--- src/rtl/mc_sequencer.sv ---
// mc_sequencer: drives the memory controller through store, transfer/process
// rounds and drain. Optional watchdog: define SEQ_WATCHDOG_EN.

module mc_sequencer #(
    parameter int NUM_PU      = 4,
    parameter int WDOG_CYCLES = 255
) (
    input  logic              mc_clk,
    input  logic              mc_reset,
    input  logic              seq_start,
    input  logic [5:0]        seq_length,
    input  logic              seq_abort,
    input  logic              mc_done,
    input  logic              mc_data_done,
    input  logic [NUM_PU-1:0] pu_done,
    output logic [2:0]        mc_data_contition,
    output logic [5:0]        mc_data_length,
    output logic [NUM_PU-1:0] pu_load,
    output logic              pu_start,
    output logic              seq_busy,
    output logic              seq_done,
    output logic              seq_error
);

    if (NUM_PU < 1 || NUM_PU > 8 ||
        WDOG_CYCLES < 1 || WDOG_CYCLES > 255) begin : g_param_chk
        $error("mc_sequencer: parameter out of range");
    end

    typedef enum logic [3:0] {
        S_IDLE,
        S_STORE,
        S_XBLANK,
        S_XFER,
        S_PSTART,
        S_PROC,
        S_FIN,
        S_DRAIN0,
        S_DRAIN1,
        S_DRAIN2
    } state_t;

    localparam logic [2:0] CMD_IDLE  = 3'b000;
    localparam logic [2:0] CMD_STORE = 3'b100;
    localparam logic [2:0] CMD_XFER  = 3'b010;
    localparam logic [2:0] CMD_PROC  = 3'b001;
    localparam logic [2:0] LAST_SLOT = 3'(NUM_PU - 1);

    state_t            state;
    state_t            state_nxt;
    logic [6:0]        word_cnt;
    logic [6:0]        word_nxt;
    logic [2:0]        slot;
    logic [2:0]        slot_nxt;
    logic [NUM_PU-1:0] ld_mask;
    logic [NUM_PU-1:0] ld_mask_nxt;
    logic              dd_seen;
    logic              dd_nxt;
    logic [5:0]        len_nxt;
    logic [NUM_PU-1:0] load_nxt;
    logic [2:0]        cmd_nxt;
    logic [NUM_PU-1:0] slot_sel;
    logic [6:0]        len_p1;
    logic [6:0]        word_inc;
    logic              all_done;
    logic              last_word;
    logic              abort_ok;
    logic              wdog_trip;

    assign slot_sel  = NUM_PU'(1) << slot;
    assign len_p1    = {1'b0, mc_data_length} + 7'd1;
    assign word_inc  = word_cnt + 7'd1;
    assign all_done  = ((pu_done & ld_mask) == ld_mask);
    assign last_word = (word_cnt == len_p1) || dd_seen;
    assign abort_ok  = seq_abort &&
        !(state inside {S_IDLE, S_DRAIN0, S_DRAIN1, S_DRAIN2});

    // next state, round bookkeeping and load strobe
    always_comb begin
        state_nxt   = state;
        word_nxt    = word_cnt;
        slot_nxt    = slot;
        ld_mask_nxt = ld_mask;
        dd_nxt      = dd_seen;
        len_nxt     = mc_data_length;
        load_nxt    = '0;
        unique case (state)
            S_IDLE: begin
                if (seq_start) begin
                    len_nxt     = seq_length;
                    word_nxt    = '0;
                    slot_nxt    = '0;
                    ld_mask_nxt = '0;
                    dd_nxt      = 1'b0;
                    state_nxt   = S_STORE;
                end
            end
            S_STORE: begin
                if (mc_done) state_nxt = S_XBLANK;
            end
            S_XBLANK: state_nxt = S_XFER;
            S_XFER: begin
                if (mc_done) begin
                    load_nxt    = slot_sel;
                    ld_mask_nxt = ld_mask | slot_sel;
                    slot_nxt    = slot + 3'd1;
                    word_nxt    = word_inc;
                    if (slot == LAST_SLOT || word_inc == len_p1)
                        state_nxt = S_PSTART;
                end
                if (mc_data_done) begin
                    dd_nxt    = 1'b1;
                    state_nxt = S_PSTART;
                end
            end
            S_PSTART: state_nxt = S_PROC;
            S_PROC: begin
                if (all_done) begin
                    if (last_word) begin
                        state_nxt = S_FIN;
                    end else begin
                        slot_nxt    = '0;
                        ld_mask_nxt = '0;
                        state_nxt   = S_XBLANK;
                    end
                end
            end
            S_FIN:    state_nxt = S_IDLE;
            S_DRAIN0: state_nxt = S_DRAIN1;
            S_DRAIN1: state_nxt = S_DRAIN2;
            S_DRAIN2: state_nxt = S_IDLE;
            default:  state_nxt = S_IDLE;
        endcase
        if (wdog_trip || abort_ok) begin
            state_nxt = S_DRAIN0;
            load_nxt  = '0;
        end
    end

    // command code seen by the controller while in the next state
    always_comb begin
        cmd_nxt = CMD_IDLE;
        unique case (1'b1)
            state_nxt == S_STORE:
                cmd_nxt = CMD_STORE;
            state_nxt inside {S_XBLANK, S_XFER, S_DRAIN0}:
                cmd_nxt = CMD_XFER;
            state_nxt inside {S_PSTART, S_PROC, S_DRAIN1}:
                cmd_nxt = CMD_PROC;
            default:
                cmd_nxt = CMD_IDLE;
        endcase
    end

    // state, counters and registered outputs
    always_ff @(posedge mc_clk or posedge mc_reset) begin
        if (mc_reset) begin
            state             <= S_IDLE;
            word_cnt          <= '0;
            slot              <= '0;
            ld_mask           <= '0;
            dd_seen           <= 1'b0;
            mc_data_length    <= '0;
            mc_data_contition <= CMD_IDLE;
            pu_load           <= '0;
            pu_start          <= 1'b0;
            seq_busy          <= 1'b0;
            seq_done          <= 1'b0;
        end else begin
            state             <= state_nxt;
            word_cnt          <= word_nxt;
            slot              <= slot_nxt;
            ld_mask           <= ld_mask_nxt;
            dd_seen           <= dd_nxt;
            mc_data_length    <= len_nxt;
            mc_data_contition <= cmd_nxt;
            pu_load           <= load_nxt;
            pu_start          <= (state_nxt == S_PSTART);
            seq_busy          <= (state_nxt != S_IDLE);
            seq_done          <= (state_nxt == S_FIN);
        end
    end

`ifdef SEQ_WATCHDOG_EN
    localparam logic [7:0] WDOG_LIM = 8'(WDOG_CYCLES);

    logic [7:0]        wdog_cnt;
    logic [NUM_PU-1:0] pu_done_q;
    logic              error_q;
    logic              wdog_watch;
    logic              wdog_kick;

    assign wdog_watch = state inside {S_STORE, S_XFER, S_PROC};
    assign wdog_kick  = mc_done || (pu_done != pu_done_q);
    assign wdog_trip  = wdog_watch && !wdog_kick &&
                        (wdog_cnt + 8'd1 == WDOG_LIM);
    assign seq_error  = error_q;

    // stall counter restarts on state change or any handshake activity
    always_ff @(posedge mc_clk or posedge mc_reset) begin
        if (mc_reset) begin
            wdog_cnt  <= '0;
            pu_done_q <= '0;
            error_q   <= 1'b0;
        end else begin
            pu_done_q <= pu_done;
            if (state_nxt != state || wdog_kick)
                wdog_cnt <= '0;
            else
                wdog_cnt <= wdog_cnt + 8'd1;
            if (state == S_IDLE && seq_start)
                error_q <= 1'b0;
            else if (wdog_trip)
                error_q <= 1'b1;
        end
    end
`else
    assign wdog_trip = 1'b0;
    assign seq_error = 1'b0;
`endif

endmodule

--- config.mk ---
export PLATFORM = sky130hd
export DESIGN_NAME = mc_sequencer
export DESIGN_NICKNAME = d
export VERILOG_FILES = /design/src/rtl/mc_sequencer.sv
export SDC_FILE = /design/constraint.sdc
export NUM_CORES = 1
export LEC_CHECK = 0
export BUFFER_PORTS_ARGS = -buffer_cell sky130_fd_sc_hd__buf_2
export CAP_MARGIN = 20
export CORE_AREA = 2 2 58 115
export CTS_CLUSTER_DIAMETER = 50
export CTS_CLUSTER_SIZE = 8
export DETAILED_ROUTE_END_ITERATION = 8
export DIE_AREA = 0 0 60 117
export SETUP_SLACK_MARGIN = 0.5
export SYNTH_ARGS = -nofsm -noshare
export SYNTH_HDL_FRONTEND = slang
export SYNTH_SLANG_ARGS = --single-unit
export TNS_END_PERCENT = 50
--- constraint.sdc ---
create_clock -name mc_clk -period 2.7 [get_ports mc_clk]
set_clock_uncertainty 0.2 [all_clocks]
set_input_delay 0.405 -clock mc_clk [delete_from_list [all_inputs] [get_ports mc_clk]]
set_output_delay 0.405 -clock mc_clk [all_outputs]
set_load 0.01 [all_outputs]
Word-level counts from Yosys, hierarchy flattened
Index checks and enable logic that the tools add are counted. W data, S select, Z words.

Add/sub/neg operators: 3. Equal/unequal tests: 25. Mux-type cells: 29. Bitwise operators: 2. Reduce and logical (&&, ||, !) cells: 15. Shift-type cells: 1.

Operator list (count): $mux W4 (14); $pmux W4 S8 (1); $eq A4 B3 Y1 const B (7); $pmux W3 S3 (2); $eq A4 B2 Y1 const B (4); $mux W3 (5); $eq A7 B7 Y1 (2); $mux W7 (2); $pmux W7 S2 (1); $eq A4 B4 Y1 const B (3); $pmux W4 S3 (1); $ne A2 B2 Y1 const B (5); $reduce_bool A3 Y1 (3); $eq A4 B1 Y1 const B (2); $reduce_bool A4 Y1 (2); $add A6 B1 Y7 const B (1); $add A7 B1 Y7 const B (1); $reduce_and A3 Y1 (2); $reduce_and A5 Y1 (1); $and A4 B4 Y4 (1); $eq A4 B4 Y1 (1); $logic_not A4 Y1 (1); $or A4 B4 Y4 (1); $shl A1 B3 Y4 const A (1); other kinds (9) (11).

Register bits: 35. Bits of input ports: 16. Logic and storage cells: 86. Output and inout bits: 17.

Longest topological paths before layout
Gate-level depths: netlist of run 1.

Word-level depth: 11. Mapped depth: 9. Mapped depth without buffers: 8.

Least setup slack after synthesis of run 1
Ideal clock, no wire load.

Path kind: register to register. Start: register mc_data_length[0]. End: register mc_data_contition[2]. Clock period less this slack: 2.536 ns. Library setup time: 0.136 ns. Data required time: 2.364 ns. Cell stages (with the launch flop): 9. Data arrival time: 2.200 ns. Buffers on the path: 0. Setup slack: 0.164 ns. Cells stage by stage: dfrtp_1 > ha_1 > and3_4 > and3_4 > xnor3_1 > or3b_4 > o21ai_2 > a211oi_1 > nor3b_2.

Word-level cells in the longest chain between the ends: 11. Elaborated cells on any way between the ends: 22. Those cells by class: 1 x add/sub; 9 x eq/ne; 8 x mux; 4 x reduce/logical.

RTL lines: start, declared (line 17) `output logic [5:0] mc_data_length,`; start signal, assigned (line 175) `mc_data_length <= len_nxt;`; $add A6 B1 Y7 (*) (line 71) `assign len_p1 = {1'b0, mc_data_length} + 7'd1;`; $eq A7 B7 Y1 (line 108) `if (slot == LAST_SLOT || word_inc == len_p1)`; $logic_or A1 B1 Y1 (line 108); $mux W4 (line 108); $mux W4 (line 103) `if (mc_done) begin`; $mux W4 (line 111) `if (mc_data_done) begin`; $pmux W4 S8 (*) (line 87) `unique case (state)`; $mux W4 (*) (line 134) `if (wdog_trip || abort_ok) begin`; $eq A4 B3 Y1 (tied with other cells) (line 148) `state_nxt inside {S_PSTART, S_PROC, S_DRAIN1}:`; $reduce_bool A3 Y1, on equally long branches (line 148, 146); $pmux W3 S3 (*) (line 143) `unique case (1'b1)`; named net cmd_nxt[2] (line 61) `logic [2:0] cmd_nxt;`; end signal, assigned (line 176) `mc_data_contition <= cmd_nxt;`; end, declared (line 16) `output logic [2:0] mc_data_contition,`.

The timed path passes the listed nets; every way through them passes the cells marked *. A chain may end at the register's enable or synchronous reset.

Worst setup path in the final report of run 1
Start: register word_cnt[0]. End: register mc_data_contition[2].

Word-level cells in the longest chain between the ends: 11. Elaborated cells on any way between the ends: 22. Those cells by class: 1 x add/sub; 9 x eq/ne; 8 x mux; 4 x reduce/logical.

RTL lines: start, declared (line 51) `logic [6:0] word_cnt;`; start signal, assigned (line 171) `word_cnt <= word_nxt;`; $add A7 B1 Y7 (line 72) `assign word_inc = word_cnt + 7'd1;`; $eq A7 B7 Y1 (line 108); $logic_or A1 B1 Y1 (line 108); $mux W4 (line 108); $mux W4 (line 103); $mux W4 (line 111); $pmux W4 S8 (*) (line 87); $mux W4 (*) (line 134); $eq A4 B3 Y1 (tied with other cells) (line 148); $reduce_bool A3 Y1, on equally long branches (line 148, 146); $pmux W3 S3 (*) (line 143); named net cmd_nxt[2] (line 61).

Marked as above.

==> flow_summary.yaml, run 1 <==
pwr:
  peakVddDrop_uv: 525
  p_sw_share_pct: 40.9
  power.share.clock_pct: 18.2
  comb_power_share_pct: 52.8
  seqPwrFrac_pct: 29.0
  p_leak_nw: 1.26
  p_int_mw: 1.83
  p_sw_mw: 1.27
  power.density_nw_per_um2: 1120
synth:
  ys_async_sr_fraction_pct: 100
  synth_top_cell_area_share_pct: 42.1
  synth_top_area_cell: "dfrtp_1"
  ys_types: 52
  syn_area_um2: 2080
  synth_flop_cell: "dfrtp_1"
  synth_area_leaders: "dfrtp_1, ha_1, o21ai_0, nor2_1, nand2_1"
  synthCells: 219
  synth_edf_count: 0
  syn_avg_cell_area_um2: 9.51
  ys_ff_latch: 35
  ys_warn_count: 0
  synth_nets: 242
  ys_seq_area_share_pct: 42.1
route:
  drc_errors: 0
  wl_per_cell_um: 14.1
  drt_iter0_drc: 35
  drt_pass1_iterations: 4
  routed_via_density: 5.08
  detail-route-antenna-nets: 0
  num_vias: 1812
  wl_mm: 5.03
global_routing:
  grt_max_degree: 23
  grtUsageTotal_pct: 15.7
  grt_pass1_wl_mm: 8.27
  grt_pass1_vias: 1738
  antenna_found_initial: 0
  grt_overflow: 0
setup_path:
  r2r-end: "mc_data_contition[2]$_DFF_PP0_"
  required_ns: 2.64
  cp.arrival_ns: 2.31
  worstReg2RegStart: "word_cnt[0]$_DFFE_PP0P_"
  worst-r2r-setup-slack_ns: 0.33
  end_kind: "flip-flop"
  worstSetupPathType: "reg -> reg"
  crit_path_max_fanout: 4
  critPathLaunchType: "flip-flop"
  r2r_cells: 8
cts:
  cts_num_sinks: 35
  clk_pin_slew_ns: 0.06
  cts_tree: "done"
  cts_inserted_buffers: 5
  insertion_delay_ns: 0.28
  clock_path_buffers: 2
  clk_root_buffer_cell: "clkbuf_16"
  htree_levels: 2
die:
  rows: 41
  coreArea_um2: 6210
  dieWidth_um: 60
  dieHeight_um: 117
  ios: 33
  start_util_pct: 33.5
  dieArea_um2: 7020
timing:
  period_share_pct: 87.8
  fmax_ghz: 0.422
  rsz0062_at_grt: "true"
  timing.max_slew.rel_slack_pct: 63.2
  hold_viol: 0
  setup_viol_count_final: 0
  hold-worst-slack_ns: 0.160
  fin_tns_setup_ns: 0
  fin_crit_ns: 2.37
  tightest_slew_ns: 0.552
  final_max_slew_viol_count: 0
cells_and_area:
  n_antenna_cell: 0
  area_growth_syn_to_layout_pct: 32.8
  layout.nets: 294
  drive_gt1_share_pct: 37.3
  fill_cells: 599
hold_path:
  hp-start: "seq_length[3]"
  whs_path_depth: 2
  hold_end: "mc_data_length[3]$_DFFE_PP0P_"
  hp-class: "in -> reg"
outcome:
  status: "finished, final reports clean"
place:
  place_hpwl_mm: 3.51
  place_congestion: 0.819
  io_buffer_count: 31
flow_run:
  cap_violations: 0
## worst max-delay path by stage
stage / start / to
global route: mc_data_length[1]$_DFFE_PP0P_ / pu_start$_DFF_PP0_
floorplan: mc_data_length[1]$_DFFE_PP0P_ / mc_data_contition[2]$_DFF_PP0_
CTS: state[0]$_DFF_PP0_ / word_cnt[2]$_DFFE_PP0P_
global placement: state[1]$_DFF_PP0_ / ld_mask[1]$_DFFE_PP0P_
finish: word_cnt[0]$_DFFE_PP0P_ / mc_data_contition[2]$_DFF_PP0_
detailed placement: word_cnt[0]$_DFFE_PP0P_ / mc_data_contition[2]$_DFF_PP0_
## cells by family (layout without fill, tap and decap cells)
logic type | Yosys count | in the layout | share of synthesized area, %
flops | 35 | 35 | 42.1
other cells | 1 | 1 | 0.180
buf+inv | 19 | 70 | 4.03
xor+xnor | 17 | 17 | 8.47
compound gates | 44 | 44 | 13.9
fa+ha+maj | 7 | 7 | 4.21
simple gates | 88 | 89 | 23.0
mux | 8 | 8 | 4.21
## final cells by class
type                    instances  area (µm²)  share of cell area (%)
multi-input cells             166        1270                    45.9
inverters                      10        37.5                    1.36
well taps                      86         108                    3.89
repair buffers                 53         323                    11.7
flip-flops and latches         35         885                    32.0
clock inverters                 1        5.00                   0.181
clock buffers                   6         139                    5.02
## flip-flops by register name, summed over array words and instances (netlist names)
register	flops
dd_seen	1
ld_mask	4
mc_data_contition	3
mc_data_length	6
pu_load	4
pu_start	1
seq_busy	1
seq_done	1
slot	3
state	4
word_cnt	7
## cell usage after synthesis (5+ instances only)
cell and count:
clkbuf_1 6, nor2_1 20, mux2_2 6, nand2_1 19, o21ai_0 17, dfrtp_1 35, nand3_1 10, xor2_1 7
inv_1 10, ha_1 7, xnor2_1 8, and3_1 5
## power by group through the flow
stage	logic [mW]	registers [mW]	clock network [mW]
final	1.63	0.897	0.564
after global placement	1.32	0.892	0
after CTS	1.52	0.887	0.578
after floorplan	1.00	0.876	0
after global routing	1.80	0.922	0.602
after detailed placement	1.34	0.900	0
## metal layers
layer	part of all wire [%]	GRT usage [%]
met1	43	19.3
met4	1.6	4.59
met2	51	27.7
met3	4.2	2.31
met5	0	0
## stage by stage
stage	instance area [µm²]	setup WS [ns]	std cells	util (%)	total power, mW
floorplan	2120	0.354	219	-	1.88
global placement	2380	0.217	334	38.4	2.22
detailed placement	2380	0.176	334	38.4	2.24
CTS	2680	0.333	354	43.2	2.98
global route	2770	0.241	357	44.5	3.32
finish	2770	0.330	357	44.5	3.09
## cells in the final DEF, fill, tap and decap left out, types with 5 or more instances in the layout
cell type / count
buf_2: 31
dfrtp_1: 28
buf_4: 21
nor2_1: 20
nand2_1: 17
o21ai_0: 15
inv_1: 10
nand3_1: 8
xnor2_1: 7
xor2_1: 7
dfrtp_2: 7
mux2_2: 6
and3_1: 5
ha_1: 5
clkbuf_16: 5
## worst max-delay path, stage by stage (launching register included)
cell and delay [ns]:
dfrtp_2 0.42, ha_4 0.17, and3_4 0.19, nand3_4 0.09, xnor3_1 0.30, or3b_4 0.44, o21ai_4 0.17, a211oi_4 0.09
nor3b_2 0.17
## timing repair
action,in CTS,in global routing
buffers inserted,11,3
pin swaps,6,10
gates cloned,1,0
hold buffers,1,0
endpoints found under the setup margin,17,27
gates resized for setup,13,12
endpoints found under the hold margin,13,0
(Power assumes the default switching activity.)
==> run 2: changes to the inputs <==
--- a/config.mk
+++ b/config.mk
@@ -5,13 +5,14 @@
 export SDC_FILE = /design/constraint.sdc
 export NUM_CORES = 1
 export LEC_CHECK = 0
+export ABC_AREA = 1
 export BUFFER_PORTS_ARGS = -buffer_cell sky130_fd_sc_hd__buf_2
 export CAP_MARGIN = 20
-export CORE_AREA = 2 2 58 115
+export CORE_AREA = 2 2 58 114
 export CTS_CLUSTER_DIAMETER = 50
 export CTS_CLUSTER_SIZE = 8
 export DETAILED_ROUTE_END_ITERATION = 8
-export DIE_AREA = 0 0 60 117
+export DIE_AREA = 0 0 60 116
 export SETUP_SLACK_MARGIN = 0.5
 export SYNTH_ARGS = -nofsm -noshare
 export SYNTH_HDL_FRONTEND = slang
==> flow_summary.yaml, run 2 <==
place:
  place_area_um2: 2310
  io_buffer_count: 31
  place_ws_ns: 0.240
  place_inst: 382
  place_hpwl_mm: 3.97
  place_congestion: 0.897
cells_and_area:
  top_register: "word_cnt"
  multi_input_area_um2: 1330
  postLayoutCoreUtil_pct: 48.3
  seq_area_um2: 885
  finish.instance_area_um2: 2920
  layout_commonest_cell: "nand2_1"
  drive_gt1_share_pct: 42.1
  fill_cells: 594
  reg_top3: "word_cnt x7, mc_data_length x6"
  largest_reg_flops: 7
  area_growth_syn_to_layout_pct: 41.3
  n_antenna_cell: 0
  final_cell_mix: "nand2_1, inv_1, buf_2"
  layout.nets: 343
  instances_no_fill: 405
cts:
  clock_path_buffers: 2
  clk_pin_slew_ns: 0.05
  htree_levels: 2
  cts_tree: "done"
  insertion_delay_ns: 0.28
  clk_root_buffer_cell: "clkbuf_16"
  cts_inserted_buffers: 5
  cts_num_sinks: 35
synth:
  synth_area_leaders: "dfrtp_1, nand2_1, inv_1, nor2_1, ha_1"
  ys_seq_area_share_pct: 42.3
  ys_warn_count: 0
  synth_flop_cell: "dfrtp_1"
  synth_nets: 293
  ys_ff_latch: 35
  synth_edf_count: 0
  ys_types: 33
  synth_top_area_cell: "dfrtp_1"
  synthCells: 270
  ys_async_sr_fraction_pct: 100
  synth_commonest_cells: "nand2_1, inv_1, dfrtp_1, nor2_1, nand3_1"
  syn_avg_cell_area_um2: 7.66
  synth_top_cell_area_share_pct: 42.3
  synth_most_common_cell: "nand2_1"
  syn_area_um2: 2070
timing:
  final_max_slew_viol_count: 0
  fin_crit_ns: 2.17
  period_share_pct: 80.2
  hold_viol: 0
  rsz0062_at_grt: "true"
  fin_tns_setup_ns: 0
  hold-worst-slack_ns: 0.0115
  setup_viol_count_final: 0
  fmax_ghz: 0.462
  final.setup.worst_slack_ns: 0.534
route:
  wl_mm: 5.59
  drt_iter0_drc: 50
  routed_via_density: 4.89
  num_vias: 1980
  detail-route-antenna-nets: 0
  wl_per_cell_um: 13.8
  drt_pass1_iterations: 4
  drc_errors: 0
global_routing:
  grt_overflow: 0
  grtUsageTotal_pct: 17.1
  antenna_found_initial: 0
  grt_pass1_vias: 1940
  grt_max_degree: 36
  grt_pass1_wl_mm: 8.62
die:
  dieWidth_um: 60
  start_util_pct: 34.2
  dieArea_um2: 6960
  ios: 33
  dieHeight_um: 116
  coreArea_um2: 6060
  rows: 40
pwr:
  finalPower_mw: 3.54
  comb_power_share_pct: 58.6
  p_int_mw: 1.90
  seqPwrFrac_pct: 25.7
  p_sw_mw: 1.63
  power.density_nw_per_um2: 1210
  power.share.clock_pct: 15.7
  p_sw_share_pct: 46.2
  peakVddDrop_uv: 490
  p_leak_nw: 1.46
setup_path:
  worstSetupPathType: "reg -> reg"
  end_kind: "flip-flop"
  path_cells: "nor2_2 > nand2_1 > inv_2 > nand2_4 > nand2_4 > inv_2 > a221oi_4 > nand2_8 > buf_6 > o31ai_2"
  cp.arrival_ns: 2.16
  crit_path_max_fanout: 6
  critPathLaunchType: "flip-flop"
  required_ns: 2.69
  crit_slowest_cell: "dfrtp_2"
  critical-path-max-stage-delay_ns: 0.45
hold_path:
  hp-class: "in -> async"
outcome:
  status: "finished, final reports clean"
flow_run:
  cap_violations: 0
run 2: cell types whose count changed after synthesis, moves of 5 or more:
cell      before  now
nand2_1       19   72
inv_1         10   38
nor2_1        20   31
nand3_1       10   17
o21ai_0       17   10
mux2_2         6    0
o22ai_1        0    6
and3_1         5    0
clkbuf_1       6    1
nand2_2        1    6
xnor2_1        8    3
run 2: final cells by class:
type	count	area share, %
Sequential cell	35	30.3
Tap cell	84	3.60
Clock buffer	7	4.54
Clock inverter	1	0.171
Timing Repair Buffer	47	9.80
Inverter	43	6.04
Multi-Input combinational cell	188	45.6
run 2: path summary, 6_finish.rpt:
| path | from | end | slack, ns | cells after the start |
|---|---|---|---|---|
| worst min-delay path | mc_reset | mc_data_length[4]$_DFFE_PP0P_ | 0.01 | 3 |
| max in group asynchronous | mc_reset | state[1]$_DFF_PP0_ | 1.92 | 3 |
| worst max register to register | state[0]$_DFF_PP0_ | slot[2]$_DFFE_PP0P_ | 0.53 | 10 |
| worst min register to register | slot[2]$_DFFE_PP0P_ | slot[2]$_DFFE_PP0P_ | 0.30 | 2 |
| min in group mc_clk | seq_length[0] | mc_data_length[0]$_DFFE_PP0P_ | 0.11 | 3 |
| worst max-delay path | state[0]$_DFF_PP0_ | slot[2]$_DFFE_PP0P_ | 0.53 | 10 |
run 2: power by group through the flow:
| stage | Combinational, mW | Sequential (mW) | Clock [mW] |
|---|---|---|---|
| 5_1_grt | 2.26 | 0.934 | 0.598 |
| 3_3_place_gp | 1.35 | 0.897 | 0 |
| 2_1_floorplan | 0.996 | 0.885 | 0 |
| 6_report | 2.07 | 0.909 | 0.555 |
| 4_1_cts | 1.46 | 0.886 | 0.573 |
| 3_5_place_dp | 1.35 | 0.902 | 0 |
run 2: kinds of logic (layout without fill, tap and decap cells):
group	Yosys count	count (layout)	share of synthesized area (%)
AOI/OAI and AO/OA	28	28	8.29
xor gates and xnor gates	11	11	4.66
adders and majority gates	7	7	4.23
buffers and inverters	47	98	9.19
DFF	35	35	42.3
other	1	1	0.181
and+or+nand+nor	141	141	31.1
run 2: routing by layer:
metal	vias up	part of all wire [%]	global-route usage, %
met5	-	0	0
met1	940	33	15.2
li1	947	-	-
met3	29	3.5	2.90
met4	0	8.4	15.6
met2	64	55	30.6
run 2: worst max-delay path, delay by kind of cell, from the launching register on:
family,cells,cell delay [ns]
DFF,1,0.45
AOI/OAI and AO/OA,2,0.52
and+or+nand+nor,5,0.57
buffers and inverters,3,0.34
run 2: timing repair:
item                                   in CTS  in global routing
endpoints found under the hold margin       0                  0
pin swaps                                   0                 25
hold buffers                                0                  0
resized for setup                          12                 83
setup endpoints to repair                  15                 15
buffers inserted                            2                 13
==> run 3: changes to the inputs <==
==> constraint.sdc (replaced) <==
create_clock -name mc_clk -period 2.2 [get_ports mc_clk]
set_clock_uncertainty 0.2 [all_clocks]
set_input_delay 0.33 -clock mc_clk [delete_from_list [all_inputs] [get_ports mc_clk]]
set_output_delay 0.33 -clock mc_clk [all_outputs]
set_load 0.01 [all_outputs]
==> flow_summary.yaml, run 3 (synthesis results as in run 2) <==
cts:
  htree_levels: 2
  clk_pin_slew_ns: 0.06
  cts_inserted_buffers: 5
  cts_num_sinks: 35
  cts_tree: "done"
  insertion_delay_ns: 0.28
  clk_root_buffer_cell: "clkbuf_16"
  clock_path_buffers: 2
cells_and_area:
  seq_area_um2: 881
  instances_no_fill: 408
  n_antenna_cell: 0
  largest_reg_flops: 7
  multi_input_area_um2: 1220
  fill_cells: 603
  top_register: "word_cnt"
  final_cell_mix: "nand2_1, inv_1, dfrtp_1, buf_2, nor2_1"
  layout_commonest_cell: "nand2_1"
  drive_gt1_share_pct: 38.0
  area_growth_syn_to_layout_pct: 36.4
  finish.instance_area_um2: 2820
  postLayoutCoreUtil_pct: 46.6
  reg_top3: "word_cnt x7, mc_data_length x6"
  layout.nets: 346
hold_path:
  hp-class: "in -> reg"
  hp-start: "seq_length[2]"
  whs_path_depth: 3
  hold_end: "mc_data_length[2]$_DFFE_PP0P_"
die:
  dieHeight_um: 116
  rows: 40
  start_util_pct: 34.2
  coreArea_um2: 6060
  dieWidth_um: 60
  dieArea_um2: 6960
  ios: 33
timing:
  fmax_ghz: 0.468
  rsz0062_at_grt: "true"
  period_share_pct: 97.1
  hold-worst-slack_ns: 0.0461
  tightest_slew_ns: 0.508
  timing.max_slew.rel_slack_pct: 66.1
  final.setup.worst_slack_ns: 0.0638
  hold_viol: 0
  fin_crit_ns: 2.14
  final_max_slew_viol_count: 0
  fin_tns_setup_ns: 0
  setup_viol_count_final: 0
route:
  routed_via_density: 4.67
  drt_iter0_drc: 45
  wl_mm: 5.34
  drt_pass1_iterations: 4
  detail-route-antenna-nets: 0
  wl_per_cell_um: 13.1
  num_vias: 1905
  drc_errors: 0
setup_path:
  worstSetupPathType: "reg -> reg"
  required_ns: 2.15
  crit_path_max_fanout: 8
  r2r_cells: 14
  r2r-end: "ld_mask[2]$_DFFE_PP0P_"
  worstReg2RegStart: "mc_data_length[0]$_DFFE_PP0P_"
  worst-r2r-setup-slack_ns: 0.06
  end_kind: "flip-flop"
  cp.arrival_ns: 2.09
  critPathLaunchType: "flip-flop"
global_routing:
  antenna_found_initial: 0
  grt_pass1_wl_mm: 8.30
  grt_overflow: 0
  grt_pass1_vias: 1856
  grtUsageTotal_pct: 16.6
  grt_max_degree: 36
outcome:
  status: "finished, final reports clean"
place:
  place_hpwl_mm: 4.14
  place_area_um2: 2450
  place_congestion: 0.915
  place_ws_ns: -0.00893
  place_inst: 394
  io_buffer_count: 31
pwr:
  p_leak_nw: 1.43
  finalPower_mw: 4.09
  power.density_nw_per_um2: 1450
  peakVddDrop_uv: 789
flow_run:
  cap_violations: 0
run 3: worst max-delay path, cell delays in order, from the launching register on:
cell	delay, ns
dfrtp_2	0.38
buf_4	0.15
nand4_1	0.16
nor2_2	0.21
nand2_1	0.08
nand2_2	0.09
nand2_1	0.05
nand2_1	0.07
nand3_1	0.09
nand2_1	0.10
nand2_1	0.07
nand2_2	0.12
clkinv_4	0.10
nand3_2	0.07
a21oi_1	0.06
run 3: layer usage:
layer | up-vias | track usage, % | routed length, µm | part of all wire, %
met5 | - | 0 | 0 | 0
met4 | 0 | 10.5 | 280 | 5.2
met3 | 22 | 2.90 | 137 | 2.6
met2 | 45 | 32.1 | 3160 | 59
met1 | 887 | 14.6 | 1760 | 33
li1 | 951 | - | - | -
run 3: final cells by class:
cell class	count	area share [%]
flip-flops and latches	35	31.2
clock inverters	2	0.444
inverters	43	5.99
clock buffers	6	4.57
multi-input cells	188	43.3
well taps	84	3.73
repair buffers	50	10.8
run 3: where the power goes:
part	internal, mW	switching [mW]	leakage, nW
clock	0.418	0.270	0.0669
combinational	0.953	1.37	0.919
sequential	0.875	0.206	0.447
total	2.25	1.84	1.43
run 3: worst max-delay path by stage:
stage                             startpoint                     end  depth (start not counted)
2_1_floorplan        word_cnt[0]$_DFFE_PP0P_      seq_done$_DFF_PP0_                         17
3_3_place_gp   mc_data_length[1]$_DFFE_PP0P_      seq_busy$_DFF_PP0_                         15
3_5_place_dp   mc_data_length[0]$_DFFE_PP0P_      seq_busy$_DFF_PP0_                         15
4_1_cts        mc_data_length[0]$_DFFE_PP0P_      seq_done$_DFF_PP0_                         13
5_1_grt        mc_data_length[0]$_DFFE_PP0P_      seq_done$_DFF_PP0_                         15
6_report       mc_data_length[0]$_DFFE_PP0P_  ld_mask[2]$_DFFE_PP0P_                         14
run 3: repair_timing:
action	in CTS	in global routing
endpoints found under the setup margin	27	31
pin swaps	4	16
setup buffers	0	5
resized for setup	15	33
hold buffers	1	0
endpoints found under the hold margin	35	0
